==> src/rtl/bcd_pkg.sv <==
// Shared types and helpers for the binary-to-BCD converter.
//   state_e        : converter FSM states (IDLE, SHIFT, DONE)
//   bcd_digit_t    : one packed BCD digit (one 7-segment decoder input)
//   min_bcd_digits : smallest digit count that can hold 2^width-1
package bcd_pkg;

  typedef enum logic [1:0] {
    ST_IDLE  = 2'd0,
    ST_SHIFT = 2'd1,
    ST_DONE  = 2'd2
  } state_e;

  typedef logic [3:0] bcd_digit_t;

  // Decimal digits in 2^width-1 is floor(width*log10(2))+1. Because
  // width*log10(2) is never an integer for width > 0, this equals
  // ceil(width*log10(2)). 0.30103 is used as log10(2) in fixed point.
  function automatic int min_bcd_digits(input int width);
    return (width * 30103 + 99999) / 100000;
  endfunction

endpackage

==> src/rtl/bcd_add3.sv <==
// Double-dabble correction cell: adds 3 to a BCD digit that is >= 5, so
// the following left shift carries correctly into the next decimal digit.
//   digit_in  : scratch digit before the shift
//   digit_out : corrected digit (digit_in + 3 if digit_in >= 5, else digit_in)
module bcd_add3
  import bcd_pkg::*;
(
  input  bcd_digit_t digit_in,
  output bcd_digit_t digit_out
);

  assign digit_out = (digit_in >= 4'd5) ? bcd_digit_t'(digit_in + 4'd3) : digit_in;

endmodule

==> src/rtl/binary_to_bcd.sv <==
// Sequential binary-to-BCD converter (shift-and-add-3, one bit per clock,
// MSB first). A conversion takes WIDTH shift cycles plus one cycle to
// reach DONE; done pulses for the single DONE cycle and bcd_out holds the
// result until the next completion.
//   clk     : clock, rising edge
//   rst     : synchronous active-high reset
//   start   : request a conversion of bin_in (only looked at in IDLE)
//   bin_in  : unsigned binary value, captured when start is accepted
//   busy    : high in SHIFT and DONE
//   done    : one-cycle completion pulse
//   bcd_out : packed BCD result, digit 0 in [3:0]
module binary_to_bcd
  import bcd_pkg::*;
#(
  parameter int WIDTH  = 8,
  parameter int DIGITS = 3
) (
  input  logic                  clk,
  input  logic                  rst,
  input  logic                  start,
  input  logic [WIDTH-1:0]      bin_in,
  output logic                  busy,
  output logic                  done,
  output logic [4*DIGITS-1:0]   bcd_out
);

  localparam int CNT_W = $clog2(WIDTH + 1);
  localparam int BCD_W = 4 * DIGITS;

  if (DIGITS < min_bcd_digits(WIDTH)) begin : g_digits_too_few
    $error("binary_to_bcd: DIGITS=%0d cannot hold 2^%0d-1", DIGITS, WIDTH);
  end

  state_e             state_q,   state_d;
  logic [WIDTH-1:0]   shift_q,   shift_d;
  logic [BCD_W-1:0]   scratch_q, scratch_d;
  logic [BCD_W-1:0]   scratch_adj;
  logic [BCD_W-1:0]   bcd_q,     bcd_d;
  logic [CNT_W-1:0]   cnt_q,     cnt_d;

  // One correction cell per scratch digit; all digits are corrected in
  // parallel before the combined shift.
  for (genvar g = 0; g < DIGITS; g++) begin : g_add3
    bcd_add3 u_add3 (
      .digit_in  (scratch_q[4*g +: 4]),
      .digit_out (scratch_adj[4*g +: 4])
    );
  end

  always_comb begin
    // NOTE: every *_d takes its held value first, so no path through the
    // case statement leaves a signal unassigned and no latch is inferred.
    state_d   = state_q;
    shift_d   = shift_q;
    scratch_d = scratch_q;
    bcd_d     = bcd_q;
    cnt_d     = cnt_q;

    case (state_q)
      ST_IDLE: begin
        if (start) begin
          shift_d   = bin_in;
          scratch_d = '0;
          cnt_d     = CNT_W'(WIDTH);
          state_d   = ST_SHIFT;
        end
      end

      ST_SHIFT: begin
        // The counter only decrements while non-zero, so it cannot wrap;
        // reaching zero means all WIDTH bits have been shifted in.
        if (cnt_q != '0) begin
          {scratch_d, shift_d} = {scratch_adj, shift_q} << 1;
          cnt_d                = cnt_q - CNT_W'(1);
        end else begin
          // Result is published on entry so it is valid during DONE.
          bcd_d   = scratch_q;
          state_d = ST_DONE;
        end
      end

      ST_DONE: begin
        state_d = ST_IDLE;
      end

      default: begin
        state_d = ST_IDLE;
      end
    endcase
  end

  always_ff @(posedge clk) begin
    // NOTE: sequential state is updated with non-blocking assignments only,
    // so every flop samples the pre-edge values of the others.
    if (rst) begin
      state_q   <= ST_IDLE;
      shift_q   <= '0;
      scratch_q <= '0;
      bcd_q     <= '0;
      cnt_q     <= '0;
    end else begin
      state_q   <= state_d;
      shift_q   <= shift_d;
      scratch_q <= scratch_d;
      bcd_q     <= bcd_d;
      cnt_q     <= cnt_d;
    end
  end

  assign busy    = (state_q != ST_IDLE);
  assign done    = (state_q == ST_DONE);
  assign bcd_out = bcd_q;

endmodule
==> config.mk <==
export PLATFORM = sky130hd
export DESIGN_NAME = binary_to_bcd
export DESIGN_NICKNAME = d
export VERILOG_FILES = /design/src/rtl/bcd_pkg.sv /design/src/rtl/bcd_add3.sv /design/src/rtl/binary_to_bcd.sv
export SDC_FILE = /design/constraint.sdc
export NUM_CORES = 1
export LEC_CHECK = 0
export ABC_AREA = 0
export CAP_MARGIN = 15
export CORE_ASPECT_RATIO = 1.1
export CORE_MARGIN = 8
export CORE_UTILIZATION = 45
export CTS_BUF_LIST = sky130_fd_sc_hd__clkbuf_4
export CTS_CLUSTER_DIAMETER = 120
export DETAILED_ROUTE_END_ITERATION = 8
export PLACE_DENSITY_LB_ADDON = 0.08
export RECOVER_POWER = 100
export SYNTH_ARGS = -nofsm -noshare
export SYNTH_HDL_FRONTEND = slang
export SYNTH_SLANG_ARGS = --single-unit
==> constraint.sdc <==
create_clock -name clk -period 2.05 [get_ports clk]
set_input_delay 0.615 -clock clk [delete_from_list [all_inputs] [get_ports clk]]
set_output_delay 0.615 -clock clk [all_outputs]
set_load 0.01 [all_outputs]
* After elaboration in Yosys (flattened, before gate mapping)
Cells that the tools add are included.
Storage, ports and cells: logic and storage cells 40, output and inout bits 14, bits in registers 38
Cells by class: $lt $le $gt $ge 3, bitwise operators 1, add/subtract/negate cells 4, equal/unequal tests 5, muxes and demuxes 15, reductions and logical operators 7
Operators with widths (count):
- two-way mux 12 bit | 2
- case mux 12 bit (2 select lines) | 1
- two-way mux 4 bit | 4
- two-way mux 8 bit | 2
- case mux 8 bit (2 select lines) | 1
- greater-or-equal comparator 4 x 3 -> 1 bit (second input constant) | 3
- adder 4 x 2 -> 4 bit (second input constant) | 2
- case mux 4 bit (2 select lines) | 1
- != test 2 bit (second input constant) | 3
- two-way mux 2 bit | 2
- case mux 2 bit (2 select lines) | 1
- AND reduction 2 bit | 2
- nonzero test 2 bit | 2
- nonzero test 4 bit | 1
- subtractor 4 x 1 -> 4 bit (second input constant) | 1
- adder 3 x 2 -> 3 bit (second input constant) | 1
- two-way mux 3 bit | 1
- AND reduction 3 bit | 1
- == test 2 x 1 -> 1 bit (second input constant) | 1
- == test 2 bit (second input constant) | 1
- logical NOT 2 bit | 1
- NOT 1 bit | 1

* Logic depth before layout (Yosys ltp)
Gate-level depths: netlist of run 1.
depth after elaboration 4, depth in mapped cells 7, gate-level depth less buffers 6

* Cells and area by module
From an unflattened synthesis of run 1, not the netlist that was laid out.
Second synthesis, totals: cell total of the unflattened synthesis 241, area, all modules 1926.8 sq um
Modules (own cells, without submodules):
- binary_to_bcd | area each 1622.8 sq um, times used 1, sequential area each 760.7 sq um, cells an instance 193
- bcd_add3 | area each 101.3 sq um, times used 3, sequential area each 0.0 sq um, cells an instance 16

* Worst setup path after synthesis of run 1
OpenSTA, ideal clock, no wires.
kind input port to flip-flop, start point input port start, end point register shift_q[7], data arrival time 1.547 ns, setup time 0.088 ns, stages 5, setup slack 0.415 ns, data required time 1.962 ns, path buffers 1, cells stage by stage or3b_1 -> o21ai_4 -> buf_6 -> nor2_1 -> a311oi_2
On the way: word-level cells in the longest chain between the ends 2
Ends and longest elaborated chain:
- start: declaration | line binary_to_bcd.sv:20 | input logic start,
- != test 2 bit (no source line)
- AND reduction 3 bit (no source line)
- end signal: assignment | line binary_to_bcd.sv:103 | shift_q <= shift_d;
- end: declaration | line binary_to_bcd.sv:35 | logic [WIDTH-1:0] shift_q, shift_d;
Every way passes these cells. A chain may end at the register's enable or synchronous reset.

* Worst setup path in the final report of run 1
start point input port start, end point register shift_q[5]
The elaborated chain is that of the path after synthesis.

==> results of run 1 <==
-- metrics by stage --
| step | cells | utilization, % |
|---|---|---|
| after floorplan | 202 | - |
| after global placement | 278 | 56.35 |
| after detailed placement | 278 | 56.35 |
| after CTS | 286 | 57.81 |
| after global routing | 286 | 57.10 |
| final | 286 | 57.10 |
-- tightest hold or removal path: stages, from the launching register on --
cell and delay, ns:
dfxtp_1 0.32, nand2_1 0.05, a21oi_1 0.05
-- cells by family after synthesis --
kind of cell / Yosys count
compound gates: 50
flops: 38
simple gates: 82
xor+xnor: 3
fa+ha+maj: 8
mux: 3
buf+inv: 18
-- state kept, by name, summed over array words and instances (netlist names) --
| signal | flops |
|---|---|
| shift_q | 8 |
| scratch_q | 12 |
| cnt_q | 4 |
| state_q | 2 |
| bcd_out | 12 |
-- layout by cell type, fill, tap and decap left out, types with 8 or more instances in the layout --
| cell | instances |
|---|---|
| dlygate4sd3_1 | 12 |
| o21ai_0 | 8 |
| inv_1 | 9 |
| a21oi_1 | 20 |
| dfxtp_1 | 37 |
| nand2_1 | 41 |
| buf_4 | 11 |
| ha_1 | 8 |
| clkdlybuf4s50_1 | 10 |
| nor2_1 | 15 |
| a22o_1 | 8 |
-- cell type report --
cell class | instances | share of cell area, %
repair buffers | 35 | 14.99
clock buffers | 6 | 2.142
flip-flops and latches | 38 | 36.23
clock inverters | 2 | 0.4164
well taps | 50 | 2.974
multi-input cells | 146 | 41.64
inverters | 9 | 1.606
-- per-layer routing --
metal  part of all wire (%)  up-vias  GRT usage (%)
li1                       -      767              -
met1                     45      705          16.77
met2                     50       30          21.97
met3                    4.6        2          3.941
met4                   0.36        0          4.423
met5                      0        -              0
-- cells in the mapped netlist (2+ instances only) --
cell type,n,share of area (%)
ha_1,8,5.8
nor3_1,5,1.4
a22o_1,8,4.0
nor2_1,15,3.2
inv_1,9,1.9
buf_2,3,0.86
o21ai_1,2,0.58
nor2b_1,2,0.72
a311oi_1,5,2.5
xnor2_1,3,1.5
clkbuf_1,3,0.65
a22oi_1,2,0.86
a21oi_1,20,5.8
nand2b_1,6,2.2
a311oi_2,2,1.7
o21ai_0,6,1.7
or3b_1,2,1.0
nand2_1,41,8.8
nand3_1,4,1.2
mux2i_1,3,1.7
dfxtp_1,38,44
-- what timing repair did --
item                       4_1_cts  5_1_grt
setup endpoints to repair        2        1
hold buffers                     0        0
setup buffers                    0        0
resized for setup                2        1
-- worst paths after layout --
kind / end / startpoint / cells past startpoint / slack [ns]
hold reg to reg: bcd_out[9] / bcd_out[9] / 2 / 0.46
hold / removal: bcd_out[9] / bcd_out[9] / 2 / 0.46
setup / recovery: shift_q[5] / start / 6 / 0.11
setup reg to reg: shift_q[5] / cnt_q[0] / 7 / 0.19
-- report_power, final --
part           total, uW  switching, uW  leakage [uW]  internal (uW)
Combinational        282            166      0.000478            116
Sequential           801           27.0      0.000309            774
Clock                377            234     0.0000331            142
Total               1460            428      0.000821           1030
==> impl_metrics.py, run 1 <==
metrics = {
    "global_routing": {
        "grt_pass1_wl_mm": 6.437,
        "gr-total-overflow": 0,
        "antenna_found_initial": 0,
        "grt_max_degree": 14,
        "global_route.usage.total_pct": 13.57,
        "grt_pass1_vias": 1392,
    },
    "sta": {
        "fin_ws_ns": 0.1107,
        "setup_tns_ns": 0,
        "fin_worst_skew_ns": 0.009409,
        "hold_viol": 0,
        "relSlewSlack_pct": 65.34,
        "rsz0062_at_grt": "no",
        "fmax_ghz": 0.5157,
        "final.min_clock_period_ns": 1.939,
        "tightest_slew_ns": 0.5170,
        "fin_crit_sh_pct": 94.60,
        "maxSlewViolCount": 0,
        "setup_viol": 0,
        "holdWs_ns": 0.4557,
    },
    "placed_design": {
        "place_congestion": 0.8232,
        "placedInstanceArea_um2": 2076,
        "pre_cts_ws_ns": -0.2203,
        "dp_hpwl_mm": 2.901,
        "io_buffers": 24,
    },
    "final_layout": {
        "area_delta_synth_final_pct": 20.94,
        "drive_above_1_share_pct": 11.44,
        "num_antenna_cells": 0,
        "ff_latch_area_um2": 762.0,
        "multi_input_area_um2": 875.8,
        "nets": 254,
        "final_area_um2": 2103,
        "nFillCells": 372,
    },
    "critical_path": {
        "critPathRequiredTime_ns": 2.30,
        "critPathLaunchType": "input port",
        "path_delay_family": "buffers and inverters",
        "crit_buf_inv": 2,
        "path_cells": "clkdlybuf4s50_1, or3b_1, o21ai_2, buf_4, nor2_1, a311oi_1",
        "cp_slowest_cell": "clkdlybuf4s50_1",
        "critPathArrivalTime_ns": 2.19,
        "worstPathMaxFanout": 9,
        "crit_type": "input port to flop",
        "cp-end-kind": "flop",
        "cpPeakStageDelay_ns": 0.46,
    },
    "clock_network": {
        "cts_tree": "yes",
        "cts-root-buf": "clkbuf_4",
        "cts_max_level": 2,
        "cts_sinks": 38,
        "cts_buffers": 5,
        "clock_latency_ns": 0.33,
        "clock_path_buffers": 2,
        "clkSlewWorstSetupHoldPaths_ns": 0.11,
    },
    "detailed_routing": {
        "drc": 0,
        "num_vias": 1504,
        "wl_per_cell_um": 13.72,
        "first_iter_violations": 64,
        "drt.antenna.violating_nets": 0,
        "viasPerCell": 5.259,
        "finalWirelength_mm": 3.925,
        "drtPass1Iterations": 4,
    },
    "run": {
        "drv_cap": 0,
    },
    "power_and_ir_drop": {
        "power_uw": 1460,
        "ir_drop_mv": 0.4046,
        "p_leak_uw": 0.0008207,
        "p_per_area_nw_per_um2": 694.1,
    },
    "die": {
        "fp.dieH_um": 81.20,
        "start_util_pct": 47.21,
        "dieArea_um2": 6112,
        "chipWidth_um": 75.28,
        "ios": 25,
        "rows": 23,
        "core_area_um2": 3684,
    },
    "synth": {
        "synth-async-reset-ratio_pct": 0,
        "synth_top_family_by_area": "simple AND/OR/NAND/NOR gates",
        "synthMuxAreaShare_pct": 1.727,
        "synth-main-ff-cell": "dfxtp_1",
        "synthAdderAreaFrac_pct": 5.755,
        "synth_cell_type_count": 36,
        "seq_area_frac_synth_pct": 43.74,
        "ys_warn_count": 0,
        "synth_compound_area_share_pct": 20.36,
        "synth-xor-area-share_pct": 1.511,
        "synth-seq-cells": 38,
        "syn-cell-area_um2": 1739,
        "syn_area_per_cell_um2": 8.610,
        "syn_nets": 221,
        "synthCells": 202,
        "synth_edf_count": 0,
        "yosys.area_share.simple_pct": 22.16,
    },
    "outcome": {
        "status": "finished, final reports clean",
    },
    "hold_path": {
        "hold_class": "flop to flop",
    },
}
Note: power is estimated with default switching activity, not from simulation.
==> run 2: changes to the inputs <==
Settings changed: SYNTH_HIERARCHICAL set to 1.
==> run 2 against run 1 <==
  * Clock power down 6.6%
  * Maximum frequency rose by 1.9%
  * Critical path depth fell by 5
  * Routed wire length is 17% higher
  * Sequential power up 3.4%
  * Power up 12%
  * Design area increased by 7.6%
  * Sequential cell count unchanged
  * Area after synthesis grew 9.6%
  * Via count is 15% higher
  * Die area grew 7.6%
==> impl_metrics.py, run 2 <==
metrics = {
    "sta": {
        "tightest_slew_ns": 0.5676,
        "final.min_clock_period_ns": 1.903,
        "fin_crit_sh_pct": 92.84,
        "fin_worst_skew_ns": 0.01201,
        "relSlewSlack_pct": 62.16,
        "fmax_ghz": 0.5254,
        "setup_viol": 0,
        "hold_viol": 0,
        "setup_tns_ns": 0,
        "rsz0062_at_grt": "no",
        "maxSlewViolCount": 0,
    },
    "clock_network": {
        "cts-root-buf": "clkbuf_4",
        "cts_hold_buf": 0,
        "cts_max_level": 2,
        "cts_sinks": 38,
        "clkSlewWorstSetupHoldPaths_ns": 0.11,
        "cts_buffers": 5,
        "clock_path_buffers": 2,
        "clock_latency_ns": 0.35,
        "cts_tree": "yes",
        "postCtsSetupRepairBufs": 0,
    },
    "final_layout": {
        "final_cell_mix": "dfxtp_1 (37), a21oi_1 (35), o21ai_0 (26), nand2_1 (26), nand3_1 (14)",
        "utilization_pct": 54.00,
        "drive_above_1_share_pct": 9.231,
        "area_delta_synth_final_pct": 18.70,
        "num_antenna_cells": 0,
        "nets": 280,
        "final_common_cell": "dfxtp_1",
    },
    "critical_path": {
        "path_cells": "dlygate4sd3_1",
        "r2r_slack_ns": 0.37,
        "cp-end-kind": "output pin",
        "cp_slowest_cell": "dlygate4sd3_1",
        "regToRegStartpoint": "cnt_q[0]",
        "cpPeakStageDelay_ns": 0.61,
        "cp.depth": 1,
        "critPathArrivalTime_ns": 1.29,
        "startpoint": "bcd_out[2]",
        "r2r_end": "shift_q[6]",
        "worstPathMaxFanout": 2,
        "critPathLaunchType": "flop",
        "crit_type": "flop to output pin",
        "path_delay_family": "buffers and inverters",
        "reg2reg_depth": 6,
        "critPathRequiredTime_ns": 1.43,
        "crit_end": "bcd_out[2]",
        "crit_buf_inv": 1,
    },
    "detailed_routing": {
        "drtPass1Iterations": 4,
        "drc": 0,
        "num_vias": 1727,
        "drt.antenna.violating_nets": 0,
        "wl_per_cell_um": 14.64,
        "first_iter_violations": 68,
        "finalWirelength_mm": 4.598,
        "viasPerCell": 5.500,
    },
    "die": {
        "rows": 25,
        "fp.dieH_um": 84.27,
        "start_util_pct": 45.49,
        "chipWidth_um": 78.07,
        "ios": 25,
        "core_area_um2": 4192,
        "dieArea_um2": 6579,
    },
    "global_routing": {
        "gr-total-overflow": 0,
        "global_route.usage.total_pct": 14.22,
        "antenna_found_initial": 0,
        "grt_pass1_wl_mm": 7.734,
        "grt_max_degree": 39,
        "grt_pass1_vias": 1637,
    },
    "placed_design": {
        "place_congestion": 0.7647,
        "io_buffers": 24,
        "dp_hpwl_mm": 2.909,
    },
    "power_and_ir_drop": {
        "p_per_area_nw_per_um2": 721.1,
        "ir_drop_mv": 0.2586,
        "p_leak_uw": 0.0008602,
    },
    "synth": {
        "ys_warn_count": 6,
        "syn-cell-area_um2": 1907,
        "synthCells": 237,
        "syn_nets": 256,
        "syn_area_per_cell_um2": 8.046,
    },
    "hold_path": {
        "hold_class": "flop to flop",
    },
    "outcome": {
        "status": "finished, final reports clean",
    },
    "run": {
        "drv_cap": 0,
    },
}
-- run 2: what timing repair did --
action,4_1_cts,5_1_grt
gates resized for setup,4,3
cloned,0,0
hold endpoints to repair,0,0
setup endpoints to repair,2,1
pin swaps,0,0
-- run 2: final cells by class --
cell class	instances	area, um2
Clock inverter	1	3.754
Clock buffer	5	37.54
Inverter	9	33.78
Tap cell	54	67.56
Timing Repair Buffer	36	336.6
Sequential cell	38	764.5
Multi-Input combinational cell	171	1020
Fill cell	408	1928
-- run 2: where the power goes --
part           internal, uW  total [uW]  switching (uW)  leakage, uW
logic                   165         453             288     0.000526
registers               786         828            42.0     0.000309
clock network           117         352             235    0.0000246
total                  1070        1630             565     0.000860
-- run 2: how the worst min path moves through the flow --
stage / end / slack [ns] / startpoint / depth (start not counted)
after CTS: bcd_out[6] / 0.48 / bcd_out[6] / 2
after floorplan: scratch_q[0] / 0.45 / shift_q[7] / 2
final: bcd_out[6] / 0.47 / bcd_out[6] / 2
after detailed placement: bcd_out[6] / 0.47 / bcd_out[6] / 2
after global placement: bcd_out[3] / 0.46 / bcd_out[3] / 2
after global routing: bcd_out[7] / 0.50 / bcd_out[7] / 2
-- run 2: through the flow --
step	std cells	power, uW	area, um2	setup WS (ns)	hold slack (ns)
6_report	314	1632	2263	0.1468	0.4741
2_1_floorplan	237	1152	1907	0.5183	0.4504
4_1_cts	314	1664	2267	0.03565	0.4815
3_3_place_gp	308	1311	2222	0.1835	0.4641
3_5_place_dp	308	1307	2222	0.1788	0.4668
5_1_grt	314	1747	2263	0.08128	0.4995
-- run 2: routing by layer --
layer,GRT usage [%],up-vias,share of wire (%)
met5,0,-,0
li1,-,894,-
met3,4.701,7,4.0
met2,22.62,20,45
met1,17.13,806,49
met4,5.565,0,1.5
==> run 3: changes to the inputs <==
Settings changed: CORE_MARGIN 8 to 3, HOLD_SLACK_MARGIN set to 0.12.
==> run 3 against run 2 <==
  * Combinational power decreased by 2%
  * Via count increased by 1.8%
  * Hold slack about the same
  * Clock power increased by 42%
  * Power increased by 8.6%
  * Worst setup slack got worse by 0.017 ns
  * Routed wire length decreased by 4.5%
  * Critical path depth unchanged
  * First-iteration DRC count increased by 56%
==> impl_metrics.py, run 3 (synthesized netlist as in run 2, its figures left out) <==
metrics = {
    "sta": {
        "setup_tns_ns": 0,
        "final.min_clock_period_ns": 1.920,
        "rsz0062_at_grt": "no",
        "holdWs_ns": 0.4744,
        "tightest_slew_ns": 0.4610,
        "fin_crit_sh_pct": 93.68,
        "maxSlewViolCount": 0,
        "setup_viol": 0,
        "relSlewSlack_pct": 68.82,
        "hold_viol": 0,
        "fmax_ghz": 0.5207,
        "fin_worst_skew_ns": 0.01263,
    },
    "global_routing": {
        "gr-total-overflow": 0,
        "antenna_found_initial": 0,
        "grt_pass1_vias": 1547,
        "global_route.usage.total_pct": 18.24,
        "grt_max_degree": 36,
        "grt_pass1_wl_mm": 6.962,
    },
    "final_layout": {
        "drive_above_1_share_pct": 9.962,
        "num_antenna_cells": 0,
        "nets": 280,
        "final_common_cell": "dfxtp_1",
        "area_delta_synth_final_pct": 20.93,
        "final_cell_mix": "dfxtp_1 (36), a21oi_1 (35), o21ai_0 (27)",
        "nFillCells": 382,
    },
    "detailed_routing": {
        "viasPerCell": 5.617,
        "drc": 0,
        "num_vias": 1758,
        "wl_per_cell_um": 14.04,
        "finalWirelength_mm": 4.393,
        "drtPass1Iterations": 4,
        "drt.antenna.violating_nets": 0,
        "first_iter_violations": 106,
    },
    "die": {
        "fp.dieH_um": 74.27,
        "start_util_pct": 47.39,
        "chipWidth_um": 68.07,
        "ios": 25,
        "core_area_um2": 4024,
        "dieArea_um2": 5055,
        "rows": 24,
    },
    "power_and_ir_drop": {
        "clkPwrFrac_pct": 28.2,
        "swShare_pct": 32.16,
        "p_comb_share_pct": 25.1,
        "ir_drop_mv": 0.3792,
        "p_leak_uw": 0.0008827,
        "internal-power_uw": 1202,
        "power_switching_uw": 569.7,
        "pwr-share-seq_pct": 46.6,
        "p_per_area_nw_per_um2": 768.4,
    },
    "critical_path": {
        "critPathRequiredTime_ns": 1.43,
        "reg2reg_depth": 6,
        "r2r_slack_ns": 0.22,
        "critPathLaunchType": "flop",
        "worstPathMaxFanout": 2,
        "crit_type": "flop to output pin",
        "cp.depth": 1,
        "critPathArrivalTime_ns": 1.31,
        "cp_slowest_cell": "dlygate4sd3_1",
        "path_delay_family": "buffers and inverters",
        "r2r_end": "shift_q[5]",
        "path_cells": "dlygate4sd3_1",
        "crit_buf_inv": 1,
        "cp-end-kind": "output pin",
        "regToRegStartpoint": "cnt_q[0]",
        "cpPeakStageDelay_ns": 0.60,
    },
    "clock_network": {
        "cts_hold_buf": 0,
        "clkSlewWorstSetupHoldPaths_ns": 0.12,
        "cts_max_level": 2,
        "cts-root-buf": "clkbuf_4",
        "cts_tree": "yes",
        "postCtsSetupRepairBufs": 0,
        "cts_buffers": 5,
        "clock_path_buffers": 2,
        "cts_sinks": 38,
        "clock_latency_ns": 0.35,
    },
    "outcome": {
        "status": "finished, final reports clean",
    },
    "placed_design": {
        "io_buffers": 24,
        "place_congestion": 0.7608,
        "dp_hpwl_mm": 2.937,
    },
    "run": {
        "drv_cap": 0,
    },
    "hold_path": {
        "worstHoldStart": "shift_q[7]",
        "hold_path_end": "scratch_q[0]",
        "hold_class": "flop to flop",
        "whs_path_depth": 2,
    },
}
run 3: changes by cell type in the layout (fill, tap and decap cells not counted), sizes merged:
| cell | before | now |
|---|---|---|
| buf | 10 | 11 |
| bufinv | 0 | 1 |
| clkbuf | 7 | 6 |
run 3: final cells by class:
| type | instances | area (um2) | area share [%] |
|---|---|---|---|
| inverter | 9 | 33.78 | 1.465 |
| multi-input combinational | 171 | 1017 | 44.11 |
| timing repair buffer | 36 | 352.8 | 15.30 |
| clock buffer | 5 | 37.54 | 1.628 |
| clock inverter | 2 | 33.78 | 1.465 |
| sequential | 38 | 765.7 | 33.21 |
| tap | 52 | 65.06 | 2.821 |
run 3: worst max path at each step:
stage	startpoint	endpoint	slack (ns)
after CTS	state_q[0]	busy	0.04
after global routing	bcd_out[11]	bcd_out[11]	0.08
after detailed placement	start	shift_q[5]	0.15
after global placement	start	shift_q[5]	0.16
after floorplan	cnt_q[0]	bcd_out[10]	0.52
final	bcd_out[3]	bcd_out[3]	0.13
run 3: per-layer routing:
layer	global-route usage [%]	vias to the layer above	routed length, um
met5	0	-	0
met4	5.519	0	27
met3	5.891	4	188
met2	28.48	37	1983
met1	23.95	818	2193
li1	-	899	-
run 3: metrics by stage:
| stage | power (uW) | area [um2] | cells | worst slack (ns) | utilization, % |
|---|---|---|---|---|---|
| global placement | 1294 | 2232 | 306 | 0.1575 | 55.47 |
| CTS | 1789 | 2307 | 313 | 0.03528 | 57.34 |
| detailed placement | 1289 | 2232 | 306 | 0.1525 | 55.47 |
| finish | 1772 | 2306 | 313 | 0.1296 | 57.31 |
| global route | 1862 | 2306 | 313 | 0.07644 | 57.31 |
| floorplan | 1152 | 1907 | 237 | 0.5183 | - |
run 3: timing repair:
item / CTS / global route
setup endpoints to repair: 2 / 1
hold endpoints to repair: 0 / 0
gates resized for setup: 4 / 1
run 3: power by group through the flow:
stage | Sequential [uW] | Combinational (uW) | Clock, uW
final | 827 | 445 | 500
after global routing | 833 | 490 | 540
after CTS | 826 | 449 | 514
after detailed placement | 841 | 448 | 0
after global placement | 841 | 453 | 0
after floorplan | 830 | 322 | 0
